==> src/rtl/cam_pkg.sv <==
// Shared types and constants for the OV7670 SCCB configuration sequencer:
// FSM state encoding, table end marker, register addresses and bus-drive helpers.
package cam_pkg;

    typedef enum logic [2:0] {
        ST_IDLE   = 3'd0,
        ST_LOAD   = 3'd1,
        ST_STRT   = 3'd2,
        ST_BITS   = 3'd3,
        ST_STOP   = 3'd4,
        ST_GAP    = 3'd5,
        ST_SETTLE = 3'd6,
        ST_FIN    = 3'd7
    } sccb_state_t;

    localparam logic [15:0] END_MARKER = 16'hFFFF;

    localparam logic [7:0] REG_CLKRC  = 8'h11;
    localparam logic [7:0] REG_COM7   = 8'h12;
    localparam logic [7:0] REG_COM3   = 8'h0C;
    localparam logic [7:0] REG_COM9   = 8'h14;
    localparam logic [7:0] REG_TSLB   = 8'h3A;
    localparam logic [7:0] REG_COM14  = 8'h3E;
    localparam logic [7:0] REG_COM15  = 8'h40;
    localparam logic [7:0] REG_RGB444 = 8'h8C;

    localparam logic [4:0] LAST_BIT = 5'd26;

    // Bit slots 9, 18 and 27 (zero-based 8, 17, 26) are the slave's ACK windows.
    function automatic logic is_ack_slot(input logic [4:0] bit_idx);
        return (bit_idx == 5'd8) || (bit_idx == 5'd17) || (bit_idx == 5'd26);
    endfunction

    // Bus levels {sioc, siod_out, siod_oe} for one quarter of a phase.
    function automatic logic [2:0] bus_drive(input sccb_state_t st, input logic [1:0] q,
                                             input logic bit_val, input logic ack);
        logic [2:0] drv;
        case (st)
            ST_STRT: begin
                case (q)
                    2'd0:    drv = 3'b111;
                    2'd3:    drv = 3'b001;
                    default: drv = 3'b101;
                endcase
            end
            ST_BITS: drv = {q[1], (ack ? 1'b1 : bit_val), ~ack};
            ST_STOP: begin
                case (q)
                    2'd0:    drv = 3'b001;
                    2'd3:    drv = 3'b111;
                    default: drv = 3'b101;
                endcase
            end
            default: drv = 3'b110;
        endcase
        return drv;
    endfunction

endpackage

==> src/rtl/camera_reg_rom.sv <==
// OV7670 power-up register table: index -> {addr, data}, terminated by the end marker.
// ROM_SEL 1 and 2 select the short bring-up tables used on the bench.
module camera_reg_rom
    import cam_pkg::*;
#(
    parameter logic [1:0] ROM_SEL = 2'd0
) (
    input  logic [7:0]  i_index,
    output logic [15:0] o_entry
);

    // Table lookup; anything past the listed entries reads as the end marker.
    always_comb begin
        o_entry = END_MARKER;
        case (ROM_SEL)
            2'd1: begin
                case (i_index)
                    8'd0:    o_entry = {REG_COM7, 8'h80};
                    8'd1:    o_entry = {REG_CLKRC, 8'h01};
                    default: o_entry = END_MARKER;
                endcase
            end
            2'd2: o_entry = END_MARKER;
            default: begin
                case (i_index)
                    8'd0:    o_entry = {REG_COM7, 8'h80};
                    8'd1:    o_entry = {REG_CLKRC, 8'h01};
                    8'd2:    o_entry = {REG_COM7, 8'h04};
                    8'd3:    o_entry = {REG_COM3, 8'h00};
                    8'd4:    o_entry = {REG_COM14, 8'h00};
                    8'd5:    o_entry = {REG_COM15, 8'hD0};
                    8'd6:    o_entry = {REG_RGB444, 8'h00};
                    8'd7:    o_entry = {REG_TSLB, 8'h04};
                    8'd8:    o_entry = {REG_COM9, 8'h18};
                    default: o_entry = END_MARKER;
                endcase
            end
        endcase
    end

endmodule

==> src/rtl/camera_sccb_config.sv <==
// OV7670 configuration sequencer: walks the register table and issues one SCCB
// 3-phase write per entry, raising a sticky DONE when the table is exhausted.
module camera_sccb_config
    import cam_pkg::*;
#(
    parameter int         CLK_HZ     = 25_000_000,
    parameter int         SCCB_HZ    = 100_000,
    parameter logic [7:0] DEV_ID     = 8'h42,
    parameter int         NUM_REGS   = 32,
    parameter int         SETTLE_CYC = 25_000,
    parameter logic [1:0] ROM_SEL    = 2'd0
) (
    input  logic                        i_clk,
    input  logic                        i_rst,
    input  logic                        i_start,
    output logic                        o_sioc,
    output logic                        o_siod_out,
    output logic                        o_siod_oe,
    output logic                        o_busy,
    output logic                        o_done,
    output logic [$clog2(NUM_REGS)-1:0] o_reg_index
);

    localparam int QDIV_RAW = CLK_HZ / (4 * SCCB_HZ);
    localparam int QDIV     = (QDIV_RAW < 1) ? 1 : QDIV_RAW;
    localparam int QW       = (QDIV > 1) ? $clog2(QDIV) : 1;
    localparam int SW       = $clog2(SETTLE_CYC + 1);
    localparam int IW       = $clog2(NUM_REGS);

    localparam logic [QW-1:0] Q_LAST = QW'(QDIV - 1);
    localparam logic [SW-1:0] S_LAST = SW'(SETTLE_CYC - 1);
    localparam logic [IW-1:0] I_LAST = IW'(NUM_REGS - 1);

    sccb_state_t   r_state;
    logic [1:0]    r_q;
    logic [QW-1:0] r_qcnt;
    logic [4:0]    r_bit;
    logic [26:0]   r_shift;
    logic [SW-1:0] r_settle;
    logic [IW-1:0] r_idx;
    logic          r_sioc;
    logic          r_siod;
    logic          r_oe;
    logic          r_busy;
    logic          r_done;

    logic [7:0]  w_rom_addr;
    logic [15:0] w_rom_entry;
    logic [26:0] w_frame;
    logic        w_bus_phase;
    logic        w_tick;

    assign w_rom_addr  = 8'(r_idx);
    assign w_frame     = {DEV_ID, 1'b1, w_rom_entry[15:8], 1'b1, w_rom_entry[7:0], 1'b1};
    assign w_bus_phase = (r_state == ST_STRT) || (r_state == ST_BITS) ||
                         (r_state == ST_STOP) || (r_state == ST_GAP);
    assign w_tick      = (r_qcnt == Q_LAST);

    assign o_sioc      = r_sioc;
    assign o_siod_out  = r_siod;
    assign o_siod_oe   = r_oe;
    assign o_busy      = r_busy;
    assign o_done      = r_done;
    assign o_reg_index = r_idx;

    camera_reg_rom #(.ROM_SEL(ROM_SEL)) u_rom (
        .i_index (w_rom_addr),
        .o_entry (w_rom_entry)
    );

    // Quarter-bit divider, held at zero outside bus phases so each write starts aligned.
    always_ff @(posedge i_clk or posedge i_rst) begin
        if (i_rst) begin
            r_qcnt <= {QW{1'b0}};
        end else if (!w_bus_phase || w_tick) begin
            r_qcnt <= {QW{1'b0}};
        end else begin
            r_qcnt <= r_qcnt + QW'(1);
        end
    end

    // Sequencer FSM; bus levels are registered for the quarter being entered.
    always_ff @(posedge i_clk or posedge i_rst) begin
        if (i_rst) begin
            r_state  <= ST_IDLE;
            r_q      <= 2'd0;
            r_bit    <= 5'd0;
            r_shift  <= {27{1'b1}};
            r_settle <= {SW{1'b0}};
            r_idx    <= {IW{1'b0}};
            {r_sioc, r_siod, r_oe} <= 3'b110;
            r_busy   <= 1'b0;
            r_done   <= 1'b0;
        end else begin
            case (r_state)
                ST_IDLE, ST_FIN: begin
                    {r_sioc, r_siod, r_oe} <= 3'b110;
                    if (i_start) begin
                        r_state <= ST_LOAD;
                        r_busy  <= 1'b1;
                        r_done  <= 1'b0;
                        r_idx   <= {IW{1'b0}};
                    end else begin
                        r_state <= ST_IDLE;
                    end
                end
                ST_LOAD: begin
                    r_q   <= 2'd0;
                    r_bit <= 5'd0;
                    if (w_rom_entry == END_MARKER) begin
                        r_state <= ST_FIN;
                        r_busy  <= 1'b0;
                        r_done  <= 1'b1;
                    end else begin
                        r_shift <= w_frame;
                        r_state <= ST_STRT;
                        {r_sioc, r_siod, r_oe} <= bus_drive(ST_STRT, 2'd0, 1'b1, 1'b0);
                    end
                end
                ST_SETTLE: begin
                    if (r_settle == S_LAST) begin
                        r_state <= ST_LOAD;
                    end else begin
                        r_settle <= r_settle + SW'(1);
                    end
                end
                default: begin
                    if (w_tick) begin
                        r_q <= r_q + 2'd1;
                        {r_sioc, r_siod, r_oe} <= bus_drive(r_state, r_q + 2'd1, r_shift[26],
                                                            is_ack_slot(r_bit));
                        if (r_q == 2'd3) begin
                            case (r_state)
                                ST_STRT: begin
                                    r_state <= ST_BITS;
                                    {r_sioc, r_siod, r_oe} <= bus_drive(ST_BITS, 2'd0, r_shift[26],
                                                                        is_ack_slot(5'd0));
                                end
                                ST_BITS: begin
                                    if (r_bit == LAST_BIT) begin
                                        r_state <= ST_STOP;
                                        {r_sioc, r_siod, r_oe} <= bus_drive(ST_STOP, 2'd0, 1'b1, 1'b0);
                                    end else begin
                                        r_bit   <= r_bit + 5'd1;
                                        r_shift <= {r_shift[25:0], 1'b1};
                                        {r_sioc, r_siod, r_oe} <= bus_drive(ST_BITS, 2'd0, r_shift[25],
                                                                            is_ack_slot(r_bit + 5'd1));
                                    end
                                end
                                ST_STOP: begin
                                    r_state <= ST_GAP;
                                    {r_sioc, r_siod, r_oe} <= bus_drive(ST_GAP, 2'd0, 1'b1, 1'b0);
                                end
                                default: begin
                                    // End of GAP: the COM7 soft reset needs settling time.
                                    if (r_idx == I_LAST) begin
                                        r_state <= ST_FIN;
                                        r_busy  <= 1'b0;
                                        r_done  <= 1'b1;
                                    end else begin
                                        r_idx <= r_idx + IW'(1);
                                        if (r_idx == {IW{1'b0}}) begin
                                            r_state  <= ST_SETTLE;
                                            r_settle <= {SW{1'b0}};
                                        end else begin
                                            r_state <= ST_LOAD;
                                        end
                                    end
                                end
                            endcase
                        end
                    end
                end
            endcase
        end
    end

endmodule

==> config.mk <==
export PLATFORM = sky130hd
export DESIGN_NAME = camera_sccb_config
export DESIGN_NICKNAME = d
export VERILOG_FILES = /design/src/rtl/cam_pkg.sv /design/src/rtl/camera_reg_rom.sv /design/src/rtl/camera_sccb_config.sv
export SDC_FILE = /design/constraint.sdc
export NUM_CORES = 1
export LEC_CHECK = 0
export CAP_MARGIN = 30
export CORE_MARGIN = 10
export CORE_UTILIZATION = 58
export CTS_BUF_LIST = sky130_fd_sc_hd__clkbuf_4
export DETAILED_ROUTE_END_ITERATION = 12
export PLACE_DENSITY = 0.79
export SKIP_CTS_REPAIR_TIMING = 1
export SLEW_MARGIN = 30
export SYNTH_ARGS = -nofsm -noshare
export SYNTH_HDL_FRONTEND = slang
export SYNTH_SLANG_ARGS = --single-unit
==> constraint.sdc <==
create_clock -name i_clk -period 2.4 [get_ports i_clk]
set_input_delay 0.36 -clock i_clk [delete_from_list [all_inputs] [get_ports i_clk]]
set_output_delay 0.36 -clock i_clk [all_outputs]
set_load 0.05 [all_outputs]
==> out/qor.csv, run 1 <==
stage;metric;value;unit
die;Core Rows;30;
outcome;status;finished with violations;
synth;Synth Area in Simple Gates;24.1;%
outcome;violated checks;setup timing;
synth;Post-synth EDFFs;0;
setup_path;WP data required;2710;ps
setup_path;crit-path max cell delay;530;ps
sta;PnR worst setup slack;-27.1;ps
setup_path;Critical Path Source Type;flop;
synth;synthesized instance count;463;
pwr;pwr dens;995;nW/um2
cells_and_area;post-route cell area;4610;um2
die;Die Height;103;um
clock_network;Bufs on Longest Clock Path;2;
die;io pins;13;
run;MaxCap Viol Count;0;
synth;Synth warnings;0;
global_routing;first-pass GRT wire length;15800;um
pwr;Flop pwr share;39.8;%
pwr;switching part of the total power;42.1;%
synth;Main synth FF type;dfrtp_1;
global_routing;grt ovf;0;
routing;Post-Route WL;9300;um
synth;Post-Synthesis Net Count;484;
global_routing;initial antenna violation count;0;
placed_design;Post-DP Area;4400;um2
synth;ys async rst share;100;%
clock_network;Root Buffer;clkbuf_4;
routing;ANT nets after route;0;
pwr;Int Pwr;0.00266;W
placed_design;Post-DP HPWL;6570;um
cells_and_area;final core occ;68.3;%
routing;Via density;6.11;
sta;Slew @ Worst Pin;645;ps
pwr;Comb power frac;43.2;%
synth;main combinational cell family by area after synthesis;simple AND/OR/NAND/NOR gates;
synth;Avg Inst Size Synth;8.64;um2
sta;fin crit period;2430;ps
routing;Iter 0 DRT Violations;293;
setup_path;Slowest-stage cell, CP;or4_4;
clock_network;# H-tree levels;3;
min_path;worst hold path class;input port to asynchronous set/reset pin;
sta;Tcrit/Tclk final;101;%
sta;setup violators final;1;
global_routing;largest net degree at the start of global routing;48;
clock_network;CTS clk-pin slew, worst paths;120;ps
setup_path;Worst Setup End Kind;flop;
pwr;peak supply drop;0.743;mV
synth;number of synthesized register bits;67;
sta;Achievable Freq;412;MHz
cells_and_area;P&R area growth vs syn;15.4;%
die;die area;10600;um2
global_routing;vias in the first global route;3323;
sta;Final Hold Viols;0;
routing;Vias;3566;
global_routing;Tot GR Track Use;18.4;%
placed_design;Final GP Congestion;0.961;
placed_design;Setup WS pre-CTS;-43.4;ps
clock_network;CTS tree;done;
synth;Seq/Total Area, Yosys;42.8;%
setup_path;Crit path arrival time;2740;ps
cells_and_area;diode count;0;
synth;Mapped Area;4000;um2
clock_network;CTS buffer count;9;
setup_path;R2R Path Start;r_settle[6]$_DFFE_PP0P_;
sta;Slew headroom;57.0;%
sta;RSZ-0062 raised after global routing;yes;
synth;complex-gate fraction of the synthesized area;19.6;%
pwr;clock power share;17.0;%
synth;count of cell types in the netlist;59;
setup_path;worst setup path start;r_settle[6]$_DFFE_PP0P_;
die;die width;103;um
synth;Post-Synth Adder-Cell Area;5.63;%
setup_path;R2R setup slack;-30;ps
cells_and_area;FILL cells;538;
routing;# DRC;0;
cells_and_area;Final #Nets;520;
setup_path;Critical Path, Cell by Cell;or4b_1 -> or4_4 -> and2_4 -> or3_4 -> o32a_1;
pwr;sw power;0.00193;W
die;core box area;6760;um2
setup_path;CP Class;flop to flop;
synth;mux share of post-synthesis cell area;2.10;%
pwr;leakage;1.88;nW
clock_network;clk_lat worst skew;420;ps
clock_network;CTS Sinks;67;
sta;fin. max-slew vios;0;
routing;DR pass1 iterations;6;
placed_design;Port Buffer Count;12;
die;Starting Density;59.2;%
cells_and_area;layout cells sized above 1;20.6;%
synth;XOR/XNOR Fraction of Synth Area;1.53;%
sta;Clock Skews;13.1;ps
setup_path;crit-path max FO;3;
routing;wire per inst;15.9;um
==> power groups by stage <==
stage / Clock [W] / Sequential, W / Combinational (W)
final: 0.000780 / 0.00183 / 0.00198
after global routing: 0.000854 / 0.00187 / 0.00220
after CTS: 0.000799 / 0.00182 / 0.00191
after detailed placement: 0 / 0.00184 / 0.00191
after global placement: 0 / 0.00182 / 0.00185
after floorplan: 0 / 0.00197 / 0.00119
==> stage by stage <==
stage | TNS [ps] | hold slack, ps | instances | total power, W
6_report | -27.1 | 269 | 584 | 0.00459
5_1_grt | -82.8 | 284 | 584 | 0.00493
4_1_cts | -120 | 273 | 579 | 0.00453
3_5_place_dp | -45.8 | 466 | 563 | 0.00374
2_1_floorplan | -121 | 443 | 463 | 0.00316
3_3_place_gp | 0 | 459 | 563 | 0.00367
==> synth_stat cells (all sizes together), types with 8 or more instances <==
library cell,instances,share of area (%)
or4,9,1.8
ha,18,5.6
inv,16,1.5
nor3,10,1.3
dfrtp,39,24
a31oi,8,1.3
dfstp,28,18
nand2,66,6.2
a21oi,34,4.3
nand3,16,2.0
o31ai,16,3.0
nor2,38,3.6
o21ai,44,5.5
nand2b,11,1.7
clkbuf,24,2.3
==> path summary, 6_finish.rpt <==
kind,endpoint,cells past startpoint
setup / recovery,r_state[1]$_DFFE_PP0P_,5
hold / removal,r_settle[7]$_DFFE_PP0P_,2
setup reg to reg,r_state[1]$_DFFE_PP0P_,5
hold reg to reg,r_shift[19]$_DFFE_PP1P_,2
max in group asynchronous,r_shift[17]$_DFFE_PP1P_,3
min in group i_clk,r_shift[19]$_DFFE_PP1P_,2
==> state kept, by name, summed over array words and instances, names as in the netlist, 2 cells and up <==
signal	count
o_reg_index	5
r_bit	5
r_q	2
r_qcnt	6
r_settle	15
r_shift	26
r_state	3
==> cell families (layout without fill, tap and decap cells) <==
group                      Yosys count  count (layout)
xor gates and xnor gates             7               7
and+or+nand+nor                    191             191
AOI/OAI and AO/OA                  129             129
buffers and inverters               43              84
adders and majority gates           18              18
DFF                                 67              67
muxes                                8               8
==> layer usage <==
| metal | track usage [%] | part of all wire (%) | vias to the layer above |
|---|---|---|---|
| met5 | 0 | 0 | - |
| li1 | - | - | 1741 |
| met3 | 3.49 | 4.9 | 8 |
| met4 | 5.35 | 0.94 | 0 |
| met2 | 28.7 | 48 | 112 |
| met1 | 25.3 | 47 | 1705 |
==> worst max-delay path: cells and delay by family, from the launching register on <==
| family | cells | cell delay, ps |
|---|---|---|
| and+or+nand+nor | 4 | 1610 |
| AOI/OAI and AO/OA | 1 | 300 |
| DFF | 1 | 400 |
==> cells in the final DEF, fill, tap and decap left out, types with 5 or more instances in the layout <==
cell / count
o31ai_1: 16
o21ai_0: 42
ha_1: 17
dfrtp_1: 35
nor2_1: 37
nand2b_1: 11
nor3_1: 10
a21oi_1: 34
buf_4: 39
inv_1: 15
or4_1: 8
and2_1: 5
nand3_1: 16
xor2_1: 5
clkdlybuf4s50_1: 12
dfstp_2: 28
mux2i_1: 5
nand4_1: 7
clkbuf_4: 9
nand2_1: 66
a31oi_1: 8
==> layout make-up <==
cell class / count / area (um2) / share of cell area (%)
Multi-Input combinational cell: 353 / 2160 / 46.9
Sequential cell: 67 / 1720 / 37.2
Timing Repair Buffer: 52 / 433 / 9.38
Tap cell: 80 / 100 / 2.17
Clock inverter: 7 / 75.1 / 1.63
Clock buffer: 9 / 67.6 / 1.46
Inverter: 16 / 60.1 / 1.30
No activity file was read; power rests on OpenSTA's default activity.
==> run 2, diff against run 1 <==
--- a/config.mk
+++ b/config.mk
@@ -8,7 +8,7 @@
 export CAP_MARGIN = 30
 export CORE_MARGIN = 10
 export CORE_UTILIZATION = 58
-export CTS_BUF_LIST = sky130_fd_sc_hd__clkbuf_4
+export CTS_BUF_LIST = sky130_fd_sc_hd__clkbuf_8
 export DETAILED_ROUTE_END_ITERATION = 12
 export PLACE_DENSITY = 0.79
 export SKIP_CTS_REPAIR_TIMING = 1
==> constraint.sdc (replaced) <==
create_clock -name i_clk -period 2.4 [get_ports i_clk]
set_input_delay 0.24 -clock i_clk [delete_from_list [all_inputs] [get_ports i_clk]]
set_output_delay 0.24 -clock i_clk [all_outputs]
set_load 0.05 [all_outputs]
==> out/qor.csv, run 2 (synthesis gave the netlist of run 1 again) <==
stage;metric;value;unit;change
setup_path;R2R Path Start;r_settle[10]$_DFFE_PP0P_;;
cells_and_area;layout cells sized above 1;20.0;%;-0.67 points
die;die width;103;um;unchanged
pwr;switching part of the total power;40.6;%;-1.6 points
routing;Via density;6.27;;+2.7%
sta;Final Hold Viols;0;;unchanged
cells_and_area;most common cell after layout, fill and taps aside;nand2_1;;
cells_and_area;Largest Register;r_shift;;
pwr;Comb power frac;41.1;%;-2.1 points
cells_and_area;P&R area growth vs syn;16.5;%;
global_routing;largest net degree at the start of global routing;35;;-27%
min_path;worst hold path class;input port to asynchronous set/reset pin;;
setup_path;crit-path max FO;3;;unchanged
pwr;Int Pwr;0.00290;W;+9.1%
setup_path;R2R setup slack;-30;ps;about the same
pwr;sw power;0.00198;W;+2.3%
outcome;violated checks;setup timing;;
clock_network;CTS buffer count;9;;unchanged
placed_design;Final GP Congestion;0.946;;-1.6%
sta;PnR worst setup slack;-31.3;ps;-4.19 ps
cells_and_area;biggest regs;r_shift: 26 flops, r_settle: 15 flops, r_qcnt: 6 flops;;
global_routing;initial antenna violation count;0;;unchanged
routing;# DRC;0;;unchanged
setup_path;Critical Path, Cell by Cell;or4b_1 -> or4_4 -> and2_4 -> or3_4 -> o32a_1;;
setup_path;WP data required;2630;ps;-80 ps
setup_path;crit-path max cell delay;550;ps;+20 ps
pwr;clock power share;21.3;%;+4.3 points
cells_and_area;most frequent cells in the layout;nand2_1 (65), o21ai_0 (43), nor2_1 (38);;
run;MaxCap Viol Count;0;;unchanged
routing;wire per inst;16.5;um;+3.5%
die;Die Height;103;um;unchanged
sta;final setup TNS;-31.3;ps;-4.19 ps
routing;Vias;3644;;+2.2%
die;Starting Density;59.2;%;unchanged
pwr;Flop pwr share;37.6;%;-2.2 points
placed_design;Post-DP HPWL;6600;um;+0.39%
routing;DR pass1 iterations;5;;-1
setup_path;Critical Path Source Type;flop;;
sta;fin. max-slew vios;0;;unchanged
cells_and_area;fin cells;581;;-0.51%
sta;Clock Skews;14.7;ps;+1.59 ps
outcome;status;finished with violations;;
die;io pins;13;;unchanged
sta;Slew headroom;63.6;%;+6.6 points
cells_and_area;max reg flops;26;;unchanged
setup_path;Reg2Reg Depth;5;;unchanged
sta;setup violators final;1;;unchanged
setup_path;Crit path arrival time;2660;ps;-80 ps
global_routing;first-pass GRT wire length;16300;um;+2.7%
setup_path;reg2reg end;r_state[1]$_DFFE_PP0P_;;
clock_network;CTS Sinks;67;;unchanged
clock_network;# H-tree levels;3;;unchanged
placed_design;Port Buffer Count;12;;unchanged
setup_path;CP Class;flop to flop;;
sta;Achievable Freq;411;MHz;-0.17%
clock_network;clk_lat worst skew;360;ps;-60 ps
sta;fin crit period;2430;ps;+4.19 ps
routing;ANT nets after route;0;;unchanged
die;core box area;6760;um2;unchanged
die;die area;10600;um2;unchanged
pwr;pwr dens;1050;nW/um2;+5.2%
setup_path;Slowest-stage cell, CP;or4_4;;
clock_network;CTS clk-pin slew, worst paths;80;ps;-40 ps
die;Core Rows;30;;unchanged
global_routing;Tot GR Track Use;19.1;%;+0.68 points
routing;Iter 0 DRT Violations;380;;+30%
clock_network;CTS tree;done;;
cells_and_area;Final #Nets;517;;-0.58%
pwr;peak supply drop;0.721;mV;-3.0%
setup_path;crit-path leading delay family;simple AND/OR/NAND/NOR gates;;
cells_and_area;diode count;0;;unchanged
clock_network;Root Buffer;clkbuf_8;;
global_routing;vias in the first global route;3517;;+5.8%
pwr;leakage;1.91;nW;+1.3%
sta;Tcrit/Tclk final;101;%;+0.17 points
sta;Slew @ Worst Pin;532;ps;-113 ps
routing;Post-Route WL;9570;um;+2.9%
cells_and_area;final core occ;69.0;%;+0.67 points
global_routing;grt ovf;0;;unchanged
sta;RSZ-0062 raised after global routing;yes;;
clock_network;Bufs on Longest Clock Path;2;;unchanged
placed_design;dpl cells;560;;-0.53%
sta;worst hold margin;164;ps;-105 ps
setup_path;Worst Setup End Kind;flop;;
pwr;Final Total Pwr;0.00487;W;+6.2%
setup_path;Buffers & Inverters on Critical Path;0;;unchanged
==> run 2: cell count changes in the layout (fill, tap and decap cells not counted), sizes merged <==
cell	before	now
buf	40	37
clkbuf	9	11
clkinv	2	0
clkinvlp	1	0
inv	19	20
==> run 2: worst reg2reg max path: stages (launching register included) <==
cell	delay, ps
dfrtp_1	380
or4b_1	510
or4_4	550
and2_4	170
or3_4	390
o32a_1	300
==> run 2: worst max path at each step <==
stage,to,startpoint,cells past startpoint
floorplan,r_state[1]$_DFFE_PP0P_,r_settle[9]$_DFFE_PP0P_,6
global placement,r_state[1]$_DFFE_PP0P_,r_settle[9]$_DFFE_PP0P_,5
detailed placement,r_state[2]$_DFFE_PP0P_,r_settle[9]$_DFFE_PP0P_,5
CTS,r_state[2]$_DFFE_PP0P_,r_settle[9]$_DFFE_PP0P_,5
global route,r_state[1]$_DFFE_PP0P_,r_settle[6]$_DFFE_PP0P_,5
finish,r_state[1]$_DFFE_PP0P_,r_settle[10]$_DFFE_PP0P_,5
==> run 2: cell type report <==
cell class                 instances  area, um2
multi-input combinational        353       2160
fill                             520       2100
sequential                        67       1720
timing repair buffer              49        410
clock buffer                      11        151
tap                               80        100
clock inverter                     5       65.1
inverter                          16       60.1
==> run 2: through the flow <==
step / cell area [um2] / setup slack [ps]
floorplan: 4020 / -68.4
CTS: 4590 / -73.9
detailed placement: 4370 / -45.9
global route: 4660 / -73.6
finish: 4660 / -31.3
global placement: 4370 / 20.8
==> run 2: layer usage <==
layer	vias up	GRT usage, %	part of all wire (%)
met5	-	0	0
met4	0	8.02	2.0
met3	26	3.42	4.3
met2	119	30.0	48
met1	1759	25.2	46
li1	1740	-	-
==> run 2: power groups by stage <==
| stage | clock [W] | sequential (W) | combinational, W |
|---|---|---|---|
| 3_3_place_gp | 0 | 0.00183 | 0.00183 |
| 5_1_grt | 0.00109 | 0.00188 | 0.00223 |
| 2_1_floorplan | 0 | 0.00197 | 0.00119 |
| 6_report | 0.00104 | 0.00183 | 0.00201 |
| 4_1_cts | 0.00105 | 0.00183 | 0.00190 |
| 3_5_place_dp | 0 | 0.00185 | 0.00189 |
